`config.mk`:
```
export PLATFORM = sky130hd
export DESIGN_NAME = fifo_rd_drain
export DESIGN_NICKNAME = d
export VERILOG_FILES = /design/src/rtl/fifo_rd_drain.sv
export SDC_FILE = /design/constraint.sdc
export NUM_CORES = 1
export LEC_CHECK = 0
export ABC_AREA = 0
export CORE_MARGIN = 3
export CORE_UTILIZATION = 55
export DETAILED_ROUTE_END_ITERATION = 10
export DONT_BUFFER_PORTS = 1
export PLACE_DENSITY = 0.73
export SLEW_MARGIN = 20
export SYNTH_ARGS = -nofsm -noshare
export SYNTH_HDL_FRONTEND = slang
export SYNTH_SLANG_ARGS = --single-unit
```
`constraint.sdc`:
```
create_clock -name rd_clk -period 1.55 [get_ports rd_clk]
set_input_delay 0 -clock rd_clk [delete_from_list [all_inputs] [get_ports rd_clk]]
set_output_delay 0 -clock rd_clk [all_outputs]
set_load 0.005 [all_outputs]
```
`src/rtl/fifo_rd_drain.sv`:
```
// Read-side drain stage for an asynchronous FIFO (rd_clk domain).
// Pulls words out of the FIFO with credit-based rd_en and holds them in a
// 3-entry circular buffer, then presents them on a valid/ready stream.
// rd_en depends only on registered state, drain_en and fifo_Empty, so the
// consumer's m_ready never reaches the FIFO read port combinationally.
module fifo_rd_drain #(
    parameter int N = 8
) (
    input  logic         rd_clk,
    input  logic         rd_rst,
    input  logic         fifo_Empty,
    input  logic [N-1:0] rd_data,
    output logic         rd_en,
    input  logic         drain_en,
    output logic [N-1:0] m_data,
    output logic         m_valid,
    input  logic         m_ready,
    output logic [1:0]   occupancy,
    output logic [15:0]  xfer_count
);

    logic [N-1:0] mem [0:2];
    logic [1:0]   wr_idx;
    logic [1:0]   rd_idx;
    logic         inflight;
    logic         pop;
    logic [2:0]   credit_used;

    function automatic logic [1:0] next_idx(input logic [1:0] idx);
        return (idx == 2'd2) ? 2'd0 : idx + 2'd1;
    endfunction

    // Credit check: buffered plus in-flight words must leave room for one more.
    // rd_rst gates rd_en so no read is requested while the FIFO pointer is held in reset.
    always_comb begin
        credit_used = {1'b0, occupancy} + {2'b00, inflight};
        rd_en       = rd_rst & drain_en & ~fifo_Empty & (credit_used < 3'd3);
    end

    // Stream side: head of buffer is presented whenever anything is held.
    always_comb begin
        m_valid = (occupancy != 2'd0);
        m_data  = mem[rd_idx];
        pop     = m_valid & m_ready;
    end

    // Buffer storage: capture the word returned by last cycle's read.
    always_ff @(posedge rd_clk or negedge rd_rst) begin
        if (!rd_rst) begin
            for (int unsigned i = 0; i < 3; i++) begin
                mem[i] <= '0;
            end
            wr_idx <= '0;
        end else if (inflight) begin
            mem[wr_idx] <= rd_data;
            wr_idx      <= next_idx(wr_idx);
        end
    end

    // Control state: in-flight flag, read index, occupancy and delivered-word count.
    always_ff @(posedge rd_clk or negedge rd_rst) begin
        if (!rd_rst) begin
            inflight   <= 1'b0;
            rd_idx     <= '0;
            occupancy  <= '0;
            xfer_count <= '0;
        end else begin
            inflight  <= rd_en;
            occupancy <= occupancy + {1'b0, inflight} - {1'b0, pop};
            if (pop) begin
                rd_idx     <= next_idx(rd_idx);
                xfer_count <= xfer_count + 16'd1;
            end
        end
    end

endmodule
```
==> Implementation_results.wiki <==
{| class="wikitable"
! Metric !! Value
|-
| Status || complete, but fails checks
|-
| Failing checks || setup timing
|-
| RePlAce Congestion || 0.680
|-
| Max frequency || 634 MHz
|-
| Non-filler instance count after layout || between 200 and 250
|-
| Quantity of I/O buffers inserted on ports || 0
|-
| Path type of the worst min-delay path || input pin to register
|-
| Number of cells produced by synthesis || around 170
|-
| Area of the core || 3720 sq um
|-
| Clock net sink count || 47
|-
| Async S/R FF share, synth || 1.00
|-
| Avg Synthesized Cell Area || 12.7 sq um
|-
| List of most frequent post-synthesis cells || dfrtp_1 (47), nand2_1 (21), mux2_2 (16)
|-
| Count of fill cells added during filler insertion || 283
|-
| Power per cell area || 1700 nW/um^2
|-
| HPWL after DPL || 2750 microns
|-
| N_diodes || 0
|-
| Synth cell types || 31
|-
| Netlist area before placement || 2140 sq um
|-
| Site row count || 22
|-
| Buffering stage count on the worst path with inverters included || 2
|-
| Fin Hold WS || around 0.034 ns
|-
| Number of max-slew violations in the final report || 0
|-
| Pin count of the biggest net entering global routing || 49
|-
| Layout area overhead || 23.0%
|-
| Number of enable flip-flop cells after synthesis || 0
|-
| Primary FF master, synth || dfrtp_1
|-
| Final-stage net count || about 220
|-
| Clock root buffer master || clkbuf_8
|-
| Final number of setup-violating endpoints || 2
|-
| Vias in the first global route || 1374
|-
| Clock-pin slew on the worst setup and hold paths || 0.08 ns
|-
| Fraction of synthesized cell area taken by the top area cell type || 0.549
|-
| Most area-hungry cell type in the Yosys netlist || dfrtp_1
|-
| Count of endpoints failing hold in the final timing report || 0
|-
| Starting density of the core || 0.576
|-
| Setup TNS || -0.0485 ns
|-
| Count of routing violations after the opening detailed-route iteration || 58
|-
| Number of nets in the synthesized netlist || 187
|-
| Area occupied by multi-input gates || 1020 sq um
|-
| Min Tclk post-route || 1.58 ns
|-
| Worst-path cell with the longest stage delay || dfrtp_1
|-
| Number of vias in the routed layout || 1367
|-
| Post-Route Skew || 0.00920 ns
|-
| Max Fanout on Critical Path || 2
|-
| Relative slew slack || 0.788
|-
| Max incr delay on CP || 0.40 ns
|-
| Global-route usage over all layers || 0.188
|-
| Die Width || 68.4 microns
|-
| GRT Residual Overflow || 0
|-
| Length in cells of the worst reg-to-reg path || 8
|-
| Crit path depth || 8
|-
| Post-DR vias/cell || 5.53
|-
| Number of antenna violations at the first check in global routing || 0
|-
| # H-tree levels || 2
|-
| Max Root-Sink Buffers || 2
|-
| Number of CTS-inserted buffers || 5
|-
| Share of the clock period used by the worst path || 1.02
|-
| Data arrival at the endpoint of the critical path || 1.76 ns
|-
| Area of the die || 4680 sq um
|-
| RSZ-0062 raised after global routing || true
|-
| Count of nets left with antenna violations after detail routing || 0
|-
| Die span in y || between 60 and 70 microns
|-
| Seq cells post-synth || 47
|-
| Category of the worst setup path capture point || register
|-
| Tightest Pin Transition || 0.314 ns
|-
| Total power of the final layout || 4.47 mW
|-
| Dominant delay contributor by cell family on the critical path || flip-flops
|-
| CTS tree || yes
|-
| Worst supply voltage drop on vdd || around 0.0011 V
|-
| Most instantiated library cell after synthesis || dfrtp_1
|-
| Hold-critical path depth || 4
|-
| Data required time of the critical path || 1.73 ns
|-
| First-pass iteration count of the detailed router || 4
|-
| Register area share after synthesis || 0.549
|-
| Cell-by-cell trace of the critical path || or2_4, nand2_4, inv_6, ha_4, inv_2, ha_4, xnor2_2, xnor2_1
|-
| Nature of the critical path startpoint || register
|-
| Maxcap violations || 0
|-
| LEAKAGE || 1.19 nW
|-
| Fraction of layout cells with a size suffix above 1 || 0.347
|-
| DRC || 0
|-
| Wirelength, routed || slightly above 4000 microns
|-
| Skew-Pair Late Insertion Delay || 0.29 ns
|-
| Sequential cell area in the final layout || 1180 sq um
|-
| Io pins || 41
|-
| Largest cells by area after synthesis || dfrtp_1 (55%), mux2_2 (8.4%), mux2_4 (5.6%)
|-
| Post-route worst setup slack || -0.0269 ns
|-
| Wire length of the first global-routing pass || 6390 microns
|-
| Crit-path most repeated cell || ha_4
|-
| Dpl cells || approximately 230
|-
| Yosys Warn Count || 0
|-
| Category of the critical setup timing path || register to register
|-
| Routed WL per cell || 16.8 microns
|}
==> final timing paths <==
kind / slack, ns / from / to
setup / recovery: -0.03 / occupancy[1] / occupancy[1]
hold / removal: 0.03 / m_ready / occupancy[1]
setup reg to reg: -0.03 / occupancy[1] / occupancy[1]
hold reg to reg: 0.50 / xfer_count[15] / xfer_count[15]
max in group asynchronous: 1.12 / rd_rst / rd_idx[1]
min in group asynchronous: 0.21 / rd_rst / mem[15]
==> flip-flops by register name, indices dropped and copies added, names as in the netlist <==
name and cells:
xfer_count 16, rd_idx 2, inflight 1, mem 24
occupancy 2, wr_idx 2
==> power by group <==
part           internal (mW)  leakage, nW  total [mW]  switching [mW]
Clock                  0.350       0.0470       0.730           0.380
Combinational          0.908        0.569        1.59           0.680
Sequential              1.71        0.572        2.15           0.438
==> stage by stage <==
step                      worst slack, ns  instance area (sq um)   util
after global placement           -0.00362                   2310  0.623
after CTS                         -0.0400                   2610  0.702
final                             -0.0269                   2630  0.709
after floorplan                   -0.0843                   2170      -
after detailed placement          -0.0540                   2310  0.623
after global routing              -0.0951                   2630  0.709
==> final cells by class <==
type / instances / share of cell area
Tap cell: 48 / 0.0228
Multi-Input combinational cell: 112 / 0.386
Inverter: 6 / 0.0105
Sequential cell: 47 / 0.448
Clock inverter: 1 / 0.00190
Clock buffer: 6 / 0.0314
Timing Repair Buffer: 27 / 0.0998
==> metal layers <==
metal  vias to the layer above  GRT usage  wire length (microns)
met5                         -          0                      0
met3                         5     0.0509                    190
met4                         0     0.0596                     36
met1                       695      0.227                   1760
met2                        31      0.323                   2170
li1                        636          -                      -
==> logic make-up (layout without fill, tap and decap cells) <==
logic type,after synthesis,count (layout),share of synthesized area
AO/OA/AOI/OAI,13,13,0.0345
XOR/XNOR,17,17,0.0695
adder cells (fa/ha/maj),5,5,0.0292
buffers and inverters,10,40,0.0228
flip-flops,47,47,0.549
multiplexers,32,32,0.178
AND/OR/NAND/NOR,45,45,0.117
==> worst reg2reg max path, cell delays in order, from the launching register on <==
cell     delay [ns]
dfrtp_1        0.40
or2_4          0.27
nand2_4        0.08
inv_6          0.04
ha_4           0.24
inv_2          0.04
ha_4           0.15
xnor2_2        0.12
xnor2_1        0.13
==> placed cells by master (no fill, tap or decap), types with 2 or more instances in the layout <==
cell	Yosys	layout
nand2_1	21	21
dfrtp_2	0	2
o21ai_0	10	10
nand3_1	5	4
nor3_2	0	2
xnor2_1	10	9
dfrtp_1	47	45
inv_1	4	3
mux2_2	16	16
xor2_1	7	7
buf_4	0	14
nor3_1	5	3
dlygate4sd3_1	0	11
a21o_1	2	2
inv_2	1	2
ha_4	0	3
mux2i_1	8	8
nor2_1	3	3
mux2_4	8	8
clkbuf_8	0	6
==> repair_timing <==
action                                  4_1_cts  5_1_grt
endpoints found under the setup margin        3       19
pin swaps                                     6        2
setup buffers                                 3        0
gates resized for setup                       7        7
hold endpoints to repair                     72        0
cloned                                        0        0
hold buffers                                 12        0
No activity file was read; power rests on OpenSTA's default activity.
